## config.mk

```make
export PLATFORM = sky130hd
export DESIGN_NAME = inst_fetch_bridge
export DESIGN_NICKNAME = d
export VERILOG_FILES = /design/src/rtl/inst_fetch_bridge.sv
export SDC_FILE = /design/constraint.sdc
export NUM_CORES = 1
export LEC_CHECK = 0
export ABC_AREA = 1
export CORE_MARGIN = 2
export CORE_UTILIZATION = 42
export CTS_BUF_LIST = sky130_fd_sc_hd__clkbuf_16
export DETAILED_ROUTE_END_ITERATION = 12
export GPL_TIMING_DRIVEN = 0
export PLACE_DENSITY = 0.84
export RECOVER_POWER = 100
export SLEW_MARGIN = 10
export SYNTH_ARGS = -nofsm -noshare
export SYNTH_HDL_FRONTEND = slang
export SYNTH_SLANG_ARGS = --single-unit
export TNS_END_PERCENT = 1
```

## constraint.sdc

```tcl
create_clock -name cpu_clk -period 2.4 [get_ports cpu_clk]
set_input_delay 0.48 -clock cpu_clk [delete_from_list [all_inputs] [get_ports cpu_clk]]
set_output_delay 0.48 -clock cpu_clk [all_outputs]
set_load 0.05 [all_outputs]
```

## src/rtl/inst_fetch_bridge.sv

```systemverilog
// Instruction fetch bridge: one fetch request at a time is turned into a
// single AR/R read, and the result is handed back to the fetch unit.
// Redirect flushes and bus timeouts are absorbed here so that the fetch unit
// only ever sees whole results.
//
//   state | meaning
//   IDLE  | waiting for a fetch request (blocked while a stale beat is owed)
//   ADDR  | arvalid up, waiting for arready; a flush is remembered
//   DATA  | rready up, waiting for rvalid, timeout counter running
//   DRAIN | address already issued but fetch cancelled; swallow one R beat
//   HOLD  | result presented to the fetch unit until accepted or flushed
module inst_fetch_bridge #(
   parameter int TIMEOUT_CYCLES = 255
) (
   input  logic        cpu_clk,
   input  logic        cpu_rs,
   input  logic        req_valid,
   output logic        req_ready,
   input  logic [31:0] req_pc,
   input  logic        flush,
   output logic        arvalid,
   input  logic        arready,
   output logic [31:0] araddr,
   input  logic        rvalid,
   output logic        rready,
   input  logic [31:0] rdata,
   input  logic [1:0]  rresp,
   output logic        resp_valid,
   input  logic        resp_ready,
   output logic [31:0] resp_inst,
   output logic [31:0] resp_pc,
   output logic [1:0]  resp_fault,
   output logic        busy
);

   localparam int CW = $clog2(TIMEOUT_CYCLES + 1);

   typedef enum logic [2:0] {
      S_IDLE  = 3'd0,
      S_ADDR  = 3'd1,
      S_DATA  = 3'd2,
      S_DRAIN = 3'd3,
      S_HOLD  = 3'd4
   } state_t;

   state_t        state_q, state_d;
   logic [31:0]   pc_q, pc_d;
   logic [31:0]   inst_q, inst_d;
   logic [1:0]    fault_q, fault_d;
   logic          stale_q, stale_d;
   logic          flush_seen_q, flush_seen_d;
   logic [CW-1:0] cnt_q, cnt_d;
   logic [CW-1:0] cnt_inc;

   assign cnt_inc = cnt_q + 1'b1;

   // The address bus always shows the latched PC; it only matters while arvalid is up.
   assign araddr     = pc_q;
   assign resp_inst  = inst_q;
   assign resp_pc    = pc_q;
   assign resp_fault = fault_q;
   assign busy       = (state_q != S_IDLE) | stale_q;

   // Next-state, result capture and handshake outputs.
   always_comb begin
      state_d      = state_q;
      pc_d         = pc_q;
      inst_d       = inst_q;
      fault_d      = fault_q;
      stale_d      = stale_q;
      flush_seen_d = flush_seen_q;
      cnt_d        = cnt_q;
      req_ready    = (state_q == S_IDLE) & ~stale_q & ~flush;
      arvalid      = 1'b0;
      rready       = stale_q;
      resp_valid   = 1'b0;

      // A late beat from a timed-out read is swallowed wherever we are.
      if (stale_q && rvalid) begin
         stale_d = 1'b0;
      end

      case (state_q)
         S_IDLE: begin
            if (req_valid && req_ready) begin
               pc_d = req_pc;
               if (req_pc[1:0] != 2'b00) begin
                  state_d = S_HOLD;
                  fault_d = 2'd2;
                  inst_d  = '0;
               end else begin
                  state_d = S_ADDR;
               end
            end
         end
         S_ADDR: begin
            arvalid = 1'b1;
            if (flush) begin
               flush_seen_d = 1'b1;
            end
            if (arready) begin
               cnt_d        = '0;
               flush_seen_d = 1'b0;
               state_d      = (flush_seen_q || flush) ? S_DRAIN : S_DATA;
            end
         end
         S_DATA: begin
            rready = 1'b1;
            cnt_d  = cnt_inc;
            if (flush) begin
               state_d = rvalid ? S_IDLE : S_DRAIN;
            end else if (rvalid) begin
               state_d = S_HOLD;
               if (rresp != 2'b00) begin
                  fault_d = 2'd1;
                  inst_d  = '0;
               end else begin
                  fault_d = 2'd0;
                  inst_d  = rdata;
               end
            end else if (cnt_inc == CW'(TIMEOUT_CYCLES)) begin
               state_d = S_HOLD;
               fault_d = 2'd3;
               inst_d  = '0;
               stale_d = 1'b1;
            end
         end
         S_DRAIN: begin
            rready = 1'b1;
            if (rvalid) begin
               state_d = S_IDLE;
            end
         end
         S_HOLD: begin
            resp_valid = ~flush;
            if (flush || resp_ready) begin
               state_d = S_IDLE;
            end
         end
         default: begin
            state_d = S_IDLE;
         end
      endcase
   end

   // State and datapath registers with synchronous reset.
   always_ff @(posedge cpu_clk) begin
      if (cpu_rs) begin
         state_q      <= S_IDLE;
         pc_q         <= '0;
         inst_q       <= '0;
         fault_q      <= '0;
         stale_q      <= 1'b0;
         flush_seen_q <= 1'b0;
         cnt_q        <= '0;
      end else begin
         state_q      <= state_d;
         pc_q         <= pc_d;
         inst_q       <= inst_d;
         fault_q      <= fault_d;
         stale_q      <= stale_d;
         flush_seen_q <= flush_seen_d;
         cnt_q        <= cnt_d;
      end
   end

endmodule

```

Word level (Yosys, flattened, before mapping)
Index checks and enable logic that the tools add are counted.
{"block": "totals", "reg_bits": 79, "in_bits": 73}
{"block": "classes", "n_reduce_logical": 17, "muxes": 37, "n_addsub": 1, "n_eq_ne": 13, "bitwise": 5}
{"operator": "2-to-1 mux 32 bit", "n": 6}
{"operator": "one-hot mux 32 bit (2 select lines)", "n": 1}
{"operator": "2-to-1 mux 3 bit", "n": 8}
{"operator": "one-hot mux 8 bit (2 select lines)", "n": 1}
{"operator": "one-hot mux 3 bit (5 select lines)", "n": 1}
{"operator": "2-to-1 mux 1 bit", "n": 12}
{"operator": "2-to-1 mux 2 bit", "n": 6}
{"operator": "AND reduction 5 bit", "n": 2}
{"operator": "nonzero test 2 bit", "n": 5}
{"operator": "adder 8 x 1 -> 8 bit, second input constant", "n": 1}
{"operator": "== test 8 bit, second input constant", "n": 1}
{"operator": "2-to-1 mux 8 bit", "n": 1}
{"operator": "!= test 2 bit, second input constant", "n": 4}
{"operator": "== test 3 x 2 -> 1 bit, second input constant", "n": 2}
{"operator": "AND reduction 2 bit", "n": 3}
{"operator": "!= test 2 x 1 -> 1 bit, second input constant", "n": 2}
{"operator": "!= test 4 bit, second input constant", "n": 1}
{"operator": "one-hot mux 2 bit (2 select lines)", "n": 1}
{"operator": "== test 3 x 1 -> 1 bit, second input constant", "n": 1}
{"operator": "== test 3 bit, second input constant", "n": 1}
{"operator": "logical NOT 3 bit", "n": 1}
{"operator": "!= test 3 bit, second input constant", "n": 1}
{"operator": "nonzero test 3 bit", "n": 1}
{"operator": "bitwise AND 1 bit", "n": 2}
{"operator": "5 further kinds", "n": 8}

Logic depth before layout (Yosys ltp)
{"block": "logic_depth", "ltp_word": 6, "mapped_depth": 14, "mapped_depth_nobuf": 13}

Worst setup path after synthesis
Ideal clock, no wire load.
{"block": "synth_timing", "path_type": "input port to flip-flop", "startpoint": "in flush", "endpoint": "reg state_q[1]", "n_path_buf": 1, "setup_time_ps": 115, "stages": 7, "path_slack_ps": -378, "arrival_time_ps": 2663, "path_cell_list": "buf_6 nor4_1 nand2_1 nand2_1 a21oi_1 a21oi_1 nor2_1"}
{"block": "synth_via", "elab_chain_len": 5, "word_cells_on_any_way": 10, "cone_classes": "eq/ne: 3; mux: 2; bitwise: 2; reduce/logical: 3"}
{"item": "from (decl)", "line_no": "20", "text": "input logic flush,"}
{"item": "NOT 1 bit", "line_no": "73", "text": "req_ready = (state_q == S_IDLE) & ~stale_q & ~flush;"}
{"item": "bitwise AND 1 bit", "line_no": "73"}
{"item": "logical AND 1 bit", "line_no": "85", "text": "if (req_valid && req_ready) begin"}
{"item": "!= test 2 x 1 -> 1 bit (no source line)"}
{"item": "AND reduction 5 bit (no source line)"}
{"item": "to (signal assigned)", "line_no": "157", "text": "state_q <= state_d;"}
{"item": "to (decl)", "line_no": "46", "text": "state_t state_q, state_d;"}
Parallel ways exist; a longest one is shown, timed or not.
A chain may end at the register's enable or synchronous reset.

Worst setup path after layout
{"block": "layout_timing", "startpoint": "reg state_q[2]", "endpoint": "out resp_valid"}
{"block": "layout_via", "elab_chain_len": 2}
{"item": "== test 3 bit", "line_no": "83", "text": "case (state_q)"}
{"item": "2-to-1 mux 1 bit", "line_no": "83"}
{"item": "to (decl)", "line_no": "28", "text": "output logic resp_valid,"}
No other way between the ends.

==> metrics.txt <==
crit-path cells=inv_1, nor4_1, dlygate4sd2_1; pin count of the biggest net entering global routing=13; Synth Area in Adders=0.6540%; Starting Density=43.66%; sequential area share after synthesis=41.33%; Slew Limit Fails=0; Worst VDD drop=0.0005121 V; via count=4099; Synth Warn #=0; cell area after synthesis=3826 sq um; clk slew on worst S/H paths=0.06 ns; Wirelength per Cell=13.33 microns; vias in the first global route=4041; DPL Wire Length=8707 microns; post-layout minimum cycle time=2.231 ns; antenna violations before repair=0; clock sink count=79; deepest clock path buffer count=2; Mapped Cells=550; die height=99.45 microns; Site Rows=34; first-pass GRT wire length=18460 microns; outcome=finished, final reports clean; First DRT Iteration DRCs=136; Max-slew headroom=58.05%; Hold Path Class=flop to flop; Compound-Gate Fraction of Synth Area=10.76%; Clk pwr share=19.1%; GRT Total Usage=22.74%; slowest stage delay, CP=0.59 ns; fmax=448.2 MHz; Final Hold Viols=0; clk_skew=0.009150 ns; clock latency at the later pin of the worst-skew pair=0.33 ns; P_int=3.614 mW; Sequential Power Share=26.9%; Critical-path top delay cell=dlygate4sd2_1; P_leak=2.775 nW; PortBufs=174; DIE AREA=9889 sq um; WS Path Type=flop to output port; largest cells by area after synthesis=dfxtp_1 41%, nor2_1 13%, nand2_1 11%; Routed Antenna Nets=0; highest fanout seen on the critical path=4; Hold WS=0.4759 ns; drt via density=4.839; Req. time, crit path=1.92 ns; 1st-pass router iterations=5; final setup violation count=0; switching part of the total power=46.28%; Pwr Density=1127 nW/um^2; # IOs=176; Worst Path Arrival=1.75 ns; CTS H-tree lvls=3; synthesized flop and latch total=79; post-synthesis mux area share=0%; Nets=810; Synth top area share=41.33%; most common cell after layout, fill and taps aside=nor2_1; Core ar.=8763 sq um; Worst-Margin Slew=0.6292 ns; Num CTS Buffers=9; post-synthesis simple-gate area fraction=32.15%; Final Cycle Share=92.97%; root buffer cell=clkbuf_16; combinational share of power=54.0%; Total Wirelength=11290 microns; XOR/XNOR share of the synthesized area=0%; drt drc=0; most frequent cells in the layout=137 x nor2_1, 112 x nand2_1, 99 x dlygate4sd3_1; # diodes=0; syn_nets=625; global placement routability congestion=0.8051; largest family of logic cells by synthesized area=simple AND/OR/NAND/NOR gates; CTS tree=done; Crit path buffers/inverters=2; layout cells sized above 1=9.337%; Hold Buf Count CTS=0; family with the most delay on the worst path=buffers and inverters; Die X=99.45 microns; Yosys top cell by area=dfxtp_1; Avg Inst Size Synth=6.957 sq um; CP startpoint kind=flop; Netlist cell types=26; Reg area=1582 sq um; area occupied by multi-input gates=1667 sq um; filler instances=729; Sw Pwr=3.114 mW; total congestion overflow=0; RSZ-0062 raised after global routing=false; Layout area overhead=55.95%; maxcap violations=0; crit end category=output port; setup TNS=0 ns
-- per-layer routing --
metal | global-route usage [%] | vias to the layer above | wire length, microns
li1 | - | 2080 | -
met1 | 26.89 | 1867 | 4730
met2 | 39.19 | 138 | 5469
met3 | 6.254 | 14 | 912
met4 | 8.851 | 0 | 178
met5 | 0 | - | 0
-- layout make-up --
cell class | instances | area share (%)
repair buffers | 174 | 29.00
multi-input cells | 377 | 27.93
clock inverters | 6 | 0.9017
well taps | 108 | 2.265
inverters | 31 | 1.950
flip-flops and latches | 79 | 26.50
clock buffers | 9 | 3.774
plain buffers | 63 | 7.675
-- worst reg2reg max path, cell delays in order (launching register included) --
cell,delay (ns)
dfxtp_1,0.41
ha_1,0.26
nand3_1,0.15
o21bai_1,0.19
nand2_1,0.07
nor2_1,0.17
nand2_1,0.13
nand3_4,0.15
nand2_4,0.09
clkbuf_2,0.21
nor2_1,0.13
nor2_1,0.06
-- cell families (layout without fill, tap and decap cells) --
| group | Yosys count | count (layout) |
|---|---|---|
| AND/OR/NAND/NOR | 297 | 297 |
| buffers and inverters | 94 | 283 |
| flip-flops | 79 | 79 |
| AO/OA/AOI/OAI | 78 | 78 |
| adder cells (fa/ha/maj) | 2 | 2 |
-- state kept, by name, indices dropped and copies added (netlist names) --
register      count
araddr           32
cnt_q             8
flush_seen_q      1
resp_fault        2
resp_inst        32
stale_q           1
state_q           3
-- power groups by stage --
stage | registers (mW) | logic, mW | clock network, mW
after global placement | 1.83 | 3.73 | 0
after detailed placement | 1.84 | 3.81 | 0
after floorplan | 2.75 | 1.72 | 0
final | 1.81 | 3.63 | 1.28
after CTS | 1.82 | 3.81 | 1.31
after global routing | 1.85 | 3.90 | 1.37
-- per-stage QoR --
step,instances,total power [mW],utilization (%),worst slack [ns],cell area [sq um]
after detailed placement,832,5.656,65.15,0.1534,5709
after floorplan,550,4.470,-,0.2910,3832
after global routing,847,7.119,68.09,0.05516,5967
after CTS,847,6.935,68.28,0.07270,5983
after global placement,832,5.569,65.15,0.2215,5709
final,847,6.727,68.09,0.1688,5967
-- cells in the mapped netlist, drive strengths merged --
master	instances
nor2	137
nand2	115
dfxtp	79
buf	49
a21oi	39
nand3	37
o21ai	35
inv	31
clkbuf	14
nand4	3
nor3	3
a211oi	2
ha	2
o21bai	2
nor4	1
or2	1
-- final timing paths --
kind	from	to	slack, ns	depth (start not counted)
worst min-delay path	resp_inst[28]$_SDFFE_PP0P_	resp_inst[28]$_SDFFE_PP0P_	0.48	2
worst min register to register	resp_inst[28]$_SDFFE_PP0P_	resp_inst[28]$_SDFFE_PP0P_	0.48	2
worst max-delay path	state_q[2]$_SDFFE_PP0P_	resp_valid	0.17	3
worst max register to register	cnt_q[1]$_SDFFE_PP0P_	resp_inst[11]$_SDFFE_PP0P_	0.28	11
-- what timing repair did --
item / CTS / global route
buffers inserted: 0 / 0
resized for setup: 4 / 1
gates cloned: 0 / 0
setup endpoints to repair: 4 / 1
hold endpoints to repair: 0 / 0
No activity file was read; power rests on OpenSTA's default activity.
